`src/rtl/mem_arb_pkg.sv`:
```
// Shared types for the unified-memory port arbiter.
//   state_e : access sequencer states
//   owner_t : which requester owns the access in flight
package mem_arb_pkg;

  typedef enum logic [1:0] {
    StIdle,
    StIssue,
    StWait,
    StResp
  } state_e;

  typedef logic owner_t;

  localparam owner_t OwnIf = 1'b0;
  localparam owner_t OwnDm = 1'b1;

endpackage

```
`src/rtl/mem_arb_fairness.sv`:
```
// Winner selection with a bounded data-priority streak.
//   clk_i, rst_ni : clock, async active-low reset
//   if_req_i      : fetch request
//   dm_req_i      : data request
//   grant_i       : an arbitration decision is taken this cycle
//   winner_o      : OwnIf / OwnDm, valid whenever a request is present
module mem_arb_fairness
  import mem_arb_pkg::*;
#(
  parameter int unsigned MaxDataBurst = 4
) (
  input  logic   clk_i,
  input  logic   rst_ni,
  input  logic   if_req_i,
  input  logic   dm_req_i,
  input  logic   grant_i,
  output owner_t winner_o
);

  localparam int unsigned StreakW = $clog2(MaxDataBurst + 1);
  localparam logic [StreakW-1:0] StreakMax = StreakW'(MaxDataBurst);

  logic [StreakW-1:0] streak_q, streak_d;
  logic               starved;

  // Data wins by default; a waiting fetch takes over once the streak saturates.
  assign starved  = if_req_i && (streak_q == StreakMax);
  assign winner_o = (if_req_i && (starved || !dm_req_i)) ? OwnIf : OwnDm;

  always_comb begin
    streak_d = streak_q;
    if (grant_i) begin
      // Streak only counts data grants that actually made a fetch wait.
      if ((winner_o == OwnIf) || !if_req_i) begin
        streak_d = '0;
      end else if (streak_q != StreakMax) begin
        streak_d = streak_q + StreakW'(1);
      end
    end
  end

  always_ff @(posedge clk_i or negedge rst_ni) begin
    if (!rst_ni) begin
      streak_q <= '0;
    end else begin
      streak_q <= streak_d;
    end
  end

endmodule

```
`src/rtl/mem_port_arbiter.sv`:
```
// Shares one single-port fixed-latency memory between instruction fetch and
// data access. One access in flight at a time; data has priority, bounded by
// the fairness streak.
//   clk, reset       : clock, async active-low reset
//   if_req/if_addr   : fetch request (held until if_valid)
//   if_rdata/if_valid: registered fetch data and one-cycle completion pulse
//   if_stall         : if_req & ~if_valid
//   dm_*             : data request/response, same handshake as fetch
//   mem_*            : memory macro interface, mem_rdata valid MEM_LAT after mem_en
module mem_port_arbiter
  import mem_arb_pkg::*;
#(
  parameter int unsigned ADDR_W         = 32,
  parameter int unsigned DATA_W         = 32,
  parameter int unsigned MEM_LAT        = 2,
  parameter int unsigned MAX_DATA_BURST = 4
) (
  input  logic              clk,
  input  logic              reset,
  input  logic              if_req,
  input  logic [ADDR_W-1:0] if_addr,
  output logic [DATA_W-1:0] if_rdata,
  output logic              if_valid,
  output logic              if_stall,
  input  logic              dm_req,
  input  logic              dm_we,
  input  logic [ADDR_W-1:0] dm_addr,
  input  logic [DATA_W-1:0] dm_wdata,
  output logic [DATA_W-1:0] dm_rdata,
  output logic              dm_valid,
  output logic              dm_stall,
  output logic              mem_en,
  output logic              mem_we,
  output logic [ADDR_W-1:0] mem_addr,
  output logic [DATA_W-1:0] mem_wdata,
  input  logic [DATA_W-1:0] mem_rdata
);

  localparam int unsigned LatW = $clog2(MEM_LAT + 1);

  state_e            state_q, state_d;
  owner_t            owner_q, owner_d;
  logic              store_q, store_d;
  logic [LatW-1:0]   lat_cnt_q, lat_cnt_d;
  owner_t            winner;
  logic              grant;
  logic              issue;
  logic              last_wait;

  logic              mem_en_d, mem_we_d;
  logic [ADDR_W-1:0] mem_addr_d;
  logic [DATA_W-1:0] mem_wdata_d, if_rdata_d, dm_rdata_d;
  logic              if_valid_d, dm_valid_d;

  assign grant     = (state_q == StIdle) && (if_req || dm_req);
  assign issue     = (state_d == StIssue);
  // Final WAIT cycle: memory data is on mem_rdata right now.
  assign last_wait = (state_q == StWait) && (lat_cnt_q == LatW'(1));

  assign if_stall = if_req & ~if_valid;
  assign dm_stall = dm_req & ~dm_valid;

  mem_arb_fairness #(
    .MaxDataBurst(MAX_DATA_BURST)
  ) u_fairness (
    .clk_i   (clk),
    .rst_ni  (reset),
    .if_req_i(if_req),
    .dm_req_i(dm_req),
    .grant_i (grant),
    .winner_o(winner)
  );

  always_ff @(posedge clk or negedge reset) begin
    if (!reset) begin
      state_q   <= StIdle;
      owner_q   <= OwnIf;
      store_q   <= 1'b0;
      lat_cnt_q <= '0;
    end else begin
      state_q   <= state_d;
      owner_q   <= owner_d;
      store_q   <= store_d;
      lat_cnt_q <= lat_cnt_d;
    end
  end

  always_comb begin
    state_d   = state_q;
    owner_d   = owner_q;
    store_d   = store_q;
    lat_cnt_d = lat_cnt_q;
    unique case (state_q)
      StIdle: begin
        if (grant) begin
          owner_d = winner;
          // Latch the direction so a misbehaving requester cannot change it mid-access.
          store_d = (winner == OwnDm) && dm_we;
          state_d = StIssue;
        end
      end
      StIssue: begin
        lat_cnt_d = LatW'(MEM_LAT);
        state_d   = StWait;
      end
      StWait: begin
        lat_cnt_d = lat_cnt_q - LatW'(1);
        if (last_wait) begin
          state_d = StResp;
        end
      end
      StResp: begin
        state_d = StIdle;
      end
      default: begin
        state_d = StIdle;
      end
    endcase
  end

  // Outputs are computed from the next state so they appear registered in the
  // cycle the FSM enters the matching state.
  always_comb begin
    mem_en_d    = issue;
    mem_we_d    = issue && (owner_d == OwnDm) && store_d;
    mem_addr_d  = mem_addr;
    mem_wdata_d = mem_wdata;
    if (issue) begin
      mem_addr_d = (owner_d == OwnDm) ? dm_addr : if_addr;
      if (owner_d == OwnDm) begin
        mem_wdata_d = dm_wdata;
      end
    end
    if_rdata_d = (last_wait && (owner_q == OwnIf)) ? mem_rdata : if_rdata;
    dm_rdata_d = (last_wait && (owner_q == OwnDm) && !store_q) ? mem_rdata : dm_rdata;
    if_valid_d = (state_d == StResp) && (owner_q == OwnIf);
    dm_valid_d = (state_d == StResp) && (owner_q == OwnDm);
  end

  always_ff @(posedge clk or negedge reset) begin
    if (!reset) begin
      mem_en    <= 1'b0;
      mem_we    <= 1'b0;
      mem_addr  <= '0;
      mem_wdata <= '0;
      if_rdata  <= '0;
      dm_rdata  <= '0;
      if_valid  <= 1'b0;
      dm_valid  <= 1'b0;
    end else begin
      mem_en    <= mem_en_d;
      mem_we    <= mem_we_d;
      mem_addr  <= mem_addr_d;
      mem_wdata <= mem_wdata_d;
      if_rdata  <= if_rdata_d;
      dm_rdata  <= dm_rdata_d;
      if_valid  <= if_valid_d;
      dm_valid  <= dm_valid_d;
    end
  end

endmodule
```
`config.mk`:
```
export PLATFORM = sky130hd
export DESIGN_NAME = mem_port_arbiter
export DESIGN_NICKNAME = d
export VERILOG_FILES = /design/src/rtl/mem_arb_pkg.sv /design/src/rtl/mem_arb_fairness.sv /design/src/rtl/mem_port_arbiter.sv
export SDC_FILE = /design/constraint.sdc
export NUM_CORES = 1
export LEC_CHECK = 0
export CAP_MARGIN = 20
export CORE_AREA = 2 2 122 124
export DETAILED_ROUTE_END_ITERATION = 7
export DIE_AREA = 0 0 124 126
export PLACE_DENSITY = 0.77
export SYNTH_ARGS = -nofsm -noshare
export SYNTH_HDL_FRONTEND = slang
export SYNTH_SLANG_ARGS = --single-unit
export TNS_END_PERCENT = 50
```
`constraint.sdc`:
```
create_clock -name clk -period 2.8 [get_ports clk]
set_input_delay 0.42 -clock clk [delete_from_list [all_inputs] [get_ports clk]]
set_output_delay 0.42 -clock clk [all_outputs]
set_load 0.05 [all_outputs]
```
==> results <==
[repair_timing]
item	in CTS	in global routing
hold endpoints to repair	50	0
hold buffers	1	0
endpoints found under the setup margin	0	0
[path summary, 6_finish.rpt]
kind,start,slack [ps],to,depth (start not counted)
max,if_req,330,if_stall,3
min,lat_cnt_q[0],490,lat_cnt_q[0],1
max reg2reg,state_q[0],510,mem_wdata[1],7
min reg2reg,lat_cnt_q[0],490,lat_cnt_q[0],1
max in group asynchronous,reset,1560,dm_rdata[14],3
min in group asynchronous,reset,510,dm_rdata[7],2
[final cells by class]
type	instances	area share, %
multi-input combinational	231	22.9
clock inverter	11	1.51
timing repair buffer	275	29.9
tap	184	2.48
inverter	7	0.283
clock buffer	20	4.92
sequential	141	38.0
[sequential cells by signal (all words and copies together) (netlist names)]
signal and cells:
mem_we 1, owner_q 1, if_valid 1, dm_rdata 32
state_q 2, mem_wdata 32, u_fairness.streak_q 3, dm_valid 1
lat_cnt_q 2, mem_addr 32, store_q 1, mem_en 1
if_rdata 32
[synthesized netlist by cell type, drive strengths merged]
cell type  instances
a221oi             1
a21oi             34
mux2              96
and3b              1
nand2              5
a32o               2
ha                 6
buf               14
nand3b             2
dfrtp            141
a32oi              1
a22o               1
inv                7
and2               1
clkbuf             6
o21ai              4
nor2b              4
nand3              1
nand2b             1
a21o               2
o22a               1
nor2              32
mux2i             33
nand4b             1
and3               2
[cells by family (layout without fill, tap and decap cells)]
kind of cell | Yosys count | count (layout) | synth area share, %
AOI/OAI and AO/OA | 46 | 46 | 5.01
adders and majority gates | 6 | 6 | 1.30
buffers and inverters | 27 | 313 | 2.34
DFF | 141 | 141 | 61.1
muxes | 129 | 129 | 26.3
and+or+nand+nor | 50 | 50 | 3.92
[routing by layer]
metal / wire [um] / part of all wire (%)
met5: 0 / 0
met4: 290 / 2.0
met3: 1260 / 8.7
met2: 7530 / 52
met1: 5380 / 37
[critical path, delay by kind of cell]
family | cells | cell delay, ps
buf+inv | 2 | 1440
simple gates | 1 | 190
[per-stage QoR]
stage	setup slack, ps	instance area, um^2	util (%)	hold WS [ps]
2_1_floorplan	712	5770	-	124
3_3_place_gp	346	8680	60.6	391
3_5_place_dp	321	8680	60.6	402
4_1_cts	333	9280	64.9	500
5_1_grt	251	9280	64.9	514
6_report	332	9280	64.9	493
==> impl_metrics.json <==
{
  "drive_above_1_share_pct": 20.3,
  "post_cts_resized": 0,
  "maxCapViolCount": 0,
  "drc": 0,
  "synth_top_area_cell": "dfrtp_1",
  "clk_path_buf_depth": 2,
  "post_cts_buffers": 0,
  "grt_use_total_pct": 18.9,
  "crit_path_frequent_cell": "clkdlybuf4s50_1",
  "timing_hold_violations_final": 0,
  "io_buffers": 266,
  "syn-num-nets": 538,
  "synth_cell_types": 30,
  "die_w_um": 124,
  "finalSetupViolations": 0,
  "diodes": 0,
  "cts_buffers": 17,
  "cts-htree-levels": 4,
  "gr-total-overflow": 0,
  "rsz0062_at_grt": "false",
  "met3_usage_pct": 6.34,
  "first_pass_iters": 4,
  "min_path_type": "reg2reg",
  "globalplace.congestion": 0.728,
  "slowest_delay_ps": 810,
  "grt_max_degree": 66,
  "period_needed_ps": 2470,
  "grt_use_met1_pct": 20.8,
  "multi_input_area_um2": 2130,
  "crit_arrival_ps": 2050,
  "met2_usage_pct": 33.1,
  "synth_area_um2": 5770,
  "fin_tns_setup_ps": 0,
  "path_cells": "clkdlybuf4s50_1, nor2b_1, clkdlybuf4s50_1",
  "finalNonFillerCells": 869,
  "tritoncts": "built",
  "grt.busiest_layer": "met2",
  "ios": 267,
  "yosysWarnings": 0,
  "yosys-top-cells-area": "dfrtp_1 61%, mux2_2 13%, mux2_4 7.5%, mux2i_1 5.7%, a21oi_1 2.9%",
  "drt_iter0_markers": 136,
  "fp.coreArea_um2": 14300,
  "regArea_um2": 3530,
  "root_buffer": "clkbuf_16",
  "syn_to_final_growth_pct": 60.8,
  "final_common_cell": "clkdlybuf4s50_1",
  "fillers": 1130,
  "status": "finished, final reports clean",
  "nets": 812,
  "syn_inst": 399,
  "dp_hpwl_mm": 10.5,
  "synth_top_area_share_pct": 61.1,
  "ys_seq_elements": 141,
  "dp.cells": 837,
  "grt_first_pass_wirelength_mm": 22.8,
  "relSlewSlack_pct": 58.2,
  "core.rowCount": 44,
  "avgSynthCellArea_um2": 14.5,
  "clock-sinks": 141,
  "worst_slew_pin_slew_ps": 627,
  "clk_pin_slew_ps": 60,
  "ant_nets": 0,
  "fmax_mhz": 405,
  "clk_latency_ps": 410,
  "skew_ps": 5.91,
  "start_util_pct": 40.3,
  "num_vias": 4205,
  "dieArea_um2": 15600,
  "wirelength_mm": 14.5,
  "cp.required_ps": 2380,
  "critPathLaunchType": "input port",
  "avgRoutedWirePerCell_um": 16.6,
  "slew_violations": 0,
  "slowest_stage": "clkdlybuf4s50_1",
  "critPathMaxFanout": 7,
  "grt_pass1_vias": 4521,
  "end_kind": "output pin",
  "worstSetupPathType": "in2out",
  "die-height_um": 126,
  "layout_common_cells": "265 x clkdlybuf4s50_1, 141 x dfrtp_1, 67 x mux2_2",
  "antenna_found_initial": 0,
  "period_share_pct": 88.1,
  "ys_seq_area_share_pct": 61.1,
  "routed_via_density": 4.84
}
Power of run 1 is not shown: default switching activity piles up to over one toggle a cycle in this logic, so the estimate is an artifact.
